==> src/rtl/traffic_intersection_ctrl.sv <==
// traffic_intersection_ctrl
//   Two-road intersection controller (NS / EW) with all-red clearance,
//   latched pedestrian walk requests and a night flashing-yellow mode.
//   All timing is counted in ticks of the upstream prescaler enable.
//
// Ports:
//   clk, rst             clock; synchronous active-high reset
//   tick                 one-clk-wide timing enable
//   ped_req_ns/ew        button pulses requesting a walk parallel to NS/EW
//   night_mode           level request for flashing-yellow operation
//   ns_light, ew_light   {green, yellow, red}, registered
//   walk_ns, walk_ew     pedestrian walk signals, registered
//   remaining            ticks left in the current state, registered
//   state_out            current state code (debug)
module traffic_intersection_ctrl #(
  parameter int TIME_W   = 6,
  parameter int GREEN_T  = 20,
  parameter int YELLOW_T = 3,
  parameter int ALLRED_T = 2,
  parameter int PED_T    = 8
) (
  input  logic              clk,
  input  logic              rst,
  input  logic              tick,
  input  logic              ped_req_ns,
  input  logic              ped_req_ew,
  input  logic              night_mode,
  output logic [2:0]        ns_light,
  output logic [2:0]        ew_light,
  output logic              walk_ns,
  output logic              walk_ew,
  output logic [TIME_W-1:0] remaining,
  output logic [2:0]        state_out
);

  typedef enum logic [2:0] {
    NS_GREEN  = 3'd0,
    NS_YELLOW = 3'd1,
    ALLRED_A  = 3'd2,
    EW_GREEN  = 3'd3,
    EW_YELLOW = 3'd4,
    ALLRED_B  = 3'd5,
    FLASH     = 3'd6
  } state_t;

  localparam logic [TIME_W-1:0] GREEN_D  = TIME_W'(GREEN_T);
  localparam logic [TIME_W-1:0] YELLOW_D = TIME_W'(YELLOW_T);
  localparam logic [TIME_W-1:0] ALLRED_D = TIME_W'(ALLRED_T);
  localparam logic [TIME_W-1:0] PED_D    = TIME_W'(PED_T);
  localparam logic [TIME_W-1:0] ONE      = TIME_W'(1);

  state_t            state, state_d;
  logic [TIME_W-1:0] rem_d;
  logic [TIME_W-1:0] walk_cnt, walk_cnt_d;
  logic              walk_ns_d, walk_ew_d;
  logic              pend_ns, pend_ew, pend_ns_d, pend_ew_d;
  logic              phase, phase_d;
  logic [2:0]        ns_d, ew_d;
  logic              exit_edge;

  assign state_out = state;

  always_ff @(posedge clk) begin
    if (rst) begin
      state     <= NS_GREEN;
      remaining <= GREEN_D;
      ns_light  <= 3'b100;
      ew_light  <= 3'b001;
      walk_ns   <= 1'b0;
      walk_ew   <= 1'b0;
      walk_cnt  <= '0;
      pend_ns   <= 1'b0;
      pend_ew   <= 1'b0;
      phase     <= 1'b0;
    end else begin
      state     <= state_d;
      remaining <= rem_d;
      ns_light  <= ns_d;
      ew_light  <= ew_d;
      walk_ns   <= walk_ns_d;
      walk_ew   <= walk_ew_d;
      walk_cnt  <= walk_cnt_d;
      pend_ns   <= pend_ns_d;
      pend_ew   <= pend_ew_d;
      phase     <= phase_d;
    end
  end

  always_comb begin
    state_d    = state;
    rem_d      = remaining;
    phase_d    = phase;
    walk_cnt_d = walk_cnt;
    walk_ns_d  = walk_ns;
    walk_ew_d  = walk_ew;
    // Requests latch on any clock, including the grant edge itself.
    pend_ns_d  = pend_ns | ped_req_ns;
    pend_ew_d  = pend_ew | ped_req_ew;
    ns_d       = 3'b001;
    ew_d       = 3'b001;
    exit_edge  = tick && (remaining == ONE);

    // Plain countdown; the transition cases below overwrite it on exit.
    if (tick && state != FLASH) begin
      rem_d = remaining - ONE;
    end

    case (state)
      NS_GREEN:  if (exit_edge) begin state_d = NS_YELLOW; rem_d = YELLOW_D; end
      NS_YELLOW: if (exit_edge) begin state_d = ALLRED_A;  rem_d = ALLRED_D; end
      ALLRED_A: begin
        if (exit_edge) begin
          if (night_mode) begin
            state_d = FLASH;    rem_d = '0; phase_d = 1'b1;
          end else begin
            state_d = EW_GREEN; rem_d = GREEN_D;
          end
        end
      end
      EW_GREEN:  if (exit_edge) begin state_d = EW_YELLOW; rem_d = YELLOW_D; end
      EW_YELLOW: if (exit_edge) begin state_d = ALLRED_B;  rem_d = ALLRED_D; end
      ALLRED_B: begin
        if (exit_edge) begin
          if (night_mode) begin
            state_d = FLASH;    rem_d = '0; phase_d = 1'b1;
          end else begin
            state_d = NS_GREEN; rem_d = GREEN_D;
          end
        end
      end
      FLASH: begin
        if (tick) begin
          if (!night_mode) begin
            state_d = ALLRED_B; rem_d = ALLRED_D;
          end else begin
            phase_d = ~phase;
          end
        end
      end
      default: begin
        state_d = ALLRED_B;
        rem_d   = ALLRED_D;
      end
    endcase

    // Any state change drops walk; entering a green may grant a new one.
    if (state_d != state) begin
      walk_ns_d = 1'b0;
      walk_ew_d = 1'b0;
      if (state_d == NS_GREEN && pend_ns_d) begin
        walk_ns_d  = 1'b1;
        pend_ns_d  = 1'b0;
        walk_cnt_d = PED_D;
      end
      if (state_d == EW_GREEN && pend_ew_d) begin
        walk_ew_d  = 1'b1;
        pend_ew_d  = 1'b0;
        walk_cnt_d = PED_D;
      end
    end else if (tick && (walk_ns || walk_ew)) begin
      walk_cnt_d = walk_cnt - ONE;
      if (walk_cnt == ONE) begin
        walk_ns_d = 1'b0;
        walk_ew_d = 1'b0;
      end
    end

    // Lights follow the state being entered so they stay registered.
    case (state_d)
      NS_GREEN:  begin ns_d = 3'b100; ew_d = 3'b001; end
      NS_YELLOW: begin ns_d = 3'b010; ew_d = 3'b001; end
      EW_GREEN:  begin ns_d = 3'b001; ew_d = 3'b100; end
      EW_YELLOW: begin ns_d = 3'b001; ew_d = 3'b010; end
      FLASH: begin
        ns_d = phase_d ? 3'b010 : 3'b000;
        ew_d = phase_d ? 3'b010 : 3'b000;
      end
      default:   begin ns_d = 3'b001; ew_d = 3'b001; end
    endcase
  end

endmodule
==> config.mk <==
export PLATFORM = sky130hd
export DESIGN_NAME = traffic_intersection_ctrl
export DESIGN_NICKNAME = d
export VERILOG_FILES = /design/src/rtl/traffic_intersection_ctrl.sv
export SDC_FILE = /design/constraint.sdc
export NUM_CORES = 1
export LEC_CHECK = 0
export CAP_MARGIN = 20
export CORE_MARGIN = 5
export CORE_UTILIZATION = 48
export CTS_CLUSTER_SIZE = 14
export DETAILED_ROUTE_END_ITERATION = 12
export PLACE_DENSITY = 0.85
export SYNTH_ARGS = -nofsm -noshare
export SYNTH_HDL_FRONTEND = slang
export SYNTH_SLANG_ARGS = --single-unit
==> constraint.sdc <==
create_clock -name clk -period 2 [get_ports clk]
set_clock_uncertainty 0.05 [all_clocks]
set_input_delay 0.2 -clock clk [delete_from_list [all_inputs] [get_ports clk]]
set_output_delay 0.2 -clock clk [all_outputs]
set_load 0.03 [all_outputs]
==> run summary <==
Outcome - finished clean
Post-DRT Antenna Nets - 0
Most frequent cells in the layout - buf_4 (34), clkdlybuf4s50_1 (22), dfxtp_1 (21), a21oi_1 (20), nor2_1 (18)
# DRC - 0
Setup_tns - 0 ps
Maxcap violations - 0
H-tree Lvls - 1
CTS buffer count - 3
Hpwl dp - 3158 um
Clock slew at reported path FFs - 140 ps
Rows - 20
DP Cell Count - 275
Max Buffers Root-to-Sink - 2
Register bit total from synthesis - 26
Pre-antenna DRT Iters - 5
Dominant cell type by area after synthesis - dfxtp_1
Register area share after synthesis - 33.88%
DIE AREA - 0.004432 sq mm
RR Startpoint - remaining[1]
Initial DRC count - 83
Commonest non-fill, non-tap cell in the layout - buf_4
Vias per cell - 5.855
Worst slew margin - 73.75%
Leak - 0.8199 nW
Setup crit start kind - flop
Layout Cells excl Fill - 282
Tcrit/Tclk final - 97.07%
CP Class - reg2out
Post-synth EDFFs - 0
Synthesized cell area - 0.001536 sq mm
CTS Sinks - 26
Final setup violation count - 0
P&R area growth vs syn - 38.93%
DR vias - 1651
Total gr overflow - 0
Slew @ Worst Pin - 390.7 ps
Post-synthesis cell count - 185
Arr. time, crit path - 1690 ps
Crit-path max FO - 11
Asr flop ratio synth - 0%
Ports - 23
Initial antenna violation count - 0
CTS tree - done
Synth unique cells - 51
Vias in the first global route - 1591
Worst path required time - 1750 ps
Endpoint class of the critical path - output port
Largest net degree at the start of global routing - 17
Syn_nets - 196
Critical path origin - state_out[0]
Routability congestion estimate from global placement - 0.8764
Die span in x - 66.58 um
Diodes inserted - 0
Share of the synthesized area in the top cell type - 33.88%
Worst vdd ir - 0.0004295 V
Wire length of the first global-routing pass - 7127 um
Total track usage - 20.48%
Latest clock arrival within the worst-skew pair - 330 ps
Die Height - 66.58 um
Pins Over Slew Limit - 0
Ys flop type - dfxtp_1
Dominant cells by area after synthesis - dfxtp_1 (34%), a21oi_1 (6.5%), nor2_1 (4.4%), ha_1 (4.1%), inv_1 (2.7%)
Hold Fails Final Rpt - 0
Core Box Area - 0.003053 sq mm
Share of layout cells above drive strength 1 - 26.05%
Final WL - 4345 um
I/O Buffers - 22
Clock Tree Root - clkbuf_4
Pwr/cell area - 466.4 mW/mm^2
Final critical-path required period - 1941 ps
Post-CTS Hold Buffers - 0
Mapped Avg Cell Area - 8.305 sq um
Yosys warns - 0
Hold Path Class - reg2reg
Avg WL per Cell - 15.41 um
Initial Util - 50.33%
Max Clk Rate - 515.1 MHz
Hold Path Origin - walk_ns
Final nets - 250
area by class of cell:
class | count | area, sq um
Timing Repair Buffer | 56 | 475.5
Clock buffer | 4 | 36.28
Inverter | 12 | 47.55
Sequential cell | 26 | 529.3
Tap cell | 44 | 55.05
Fill cell | 242 | 918.4
Multi-Input combinational cell | 140 | 991.0
power by group:
group | switching [mW] | leakage [nW] | internal [mW] | total (mW)
Sequential | 0.0126 | 0.214 | 0.532 | 0.544
Clock | 0.162 | 0.0210 | 0.112 | 0.274
Combinational | 0.0955 | 0.585 | 0.0824 | 0.178
Total | 0.270 | 0.820 | 0.726 | 0.996
layer usage:
layer	share of wire, %	vias to the layer above	track usage, %	routed length (um)
met5	0	-	0	0
met4	2.0	0	7.614	89
met3	6.4	10	3.541	276
met2	49	63	35.15	2109
met1	43	782	25.33	1870
li1	-	796	-	-
final timing paths:
kind	cells past startpoint	endpoint	slack, ps
worst min register to register	2	walk_ns	440
worst max-delay path	2	state_out[0]	60
worst min-delay path	2	walk_ns	440
worst max register to register	7	ns_light[1]	80
registers in the layout, indices dropped and copies added, names as in the netlist:
name       flops
pend_ew        1
ew_light       3
ns_light       3
walk_ew        1
walk_cnt       6
phase          1
remaining      6
walk_ns        1
state_out      3
pend_ns        1
through the flow:
step	area, sq um	power (mW)	setup slack [ps]	hold WS (ps)	util (%)
4_1_cts	2081	0.9871	0.4827	435.2	68.16
2_1_floorplan	1541	0.6497	8.109	221.6	-
3_3_place_gp	2013	0.7125	-24.08	419.5	65.94
5_1_grt	2135	1.034	-3.824	475.2	69.92
6_report	2135	0.9955	58.66	443.0	69.92
3_5_place_dp	2013	0.7169	-102.3	425.0	65.94
kinds of logic (layout without fill, tap and decap cells):
group,after synthesis,after routing,share of synthesized area (%)
AND/OR/NAND/NOR,70,70,25.81
AO/OA/AOI/OAI,58,58,26.87
flip-flops,26,26,33.88
buffers and inverters,19,72,5.293
adder cells (fa/ha/maj),6,6,4.723
XOR/XNOR,6,6,3.420
cells in the mapped netlist, types with 2 or more instances:
cell and count:
xnor2_1 2, nor2b_1 3, nand2_1 11, inv_1 11, a32oi_1 2, o21ai_0 6, nand3b_1 2, dfxtp_1 26
or2_1 3, nor3_1 8, nand2b_1 2, nand3_1 7, ha_1 5, a2bb2oi_1 2, nor4_1 5, o21ai_1 3
a211oi_1 2, a21oi_1 20, nand3b_2 2, o21bai_1 2, xor2_1 4, o311ai_0 2, o22ai_1 3, a311oi_1 4
clkbuf_1 4, buf_2 2, nor2_1 18
critical path, cell delays in order, from the launching register on:
cell	delay (ps)
dfxtp_2	480
buf_4	190
clkdlybuf4s50_1	700
repair_timing:
action,in CTS,in global routing
buffers inserted,1,2
resized for setup,5,11
endpoints found under the setup margin,4,12
pin swaps,1,2
No activity file was read; power rests on OpenSTA's default activity.
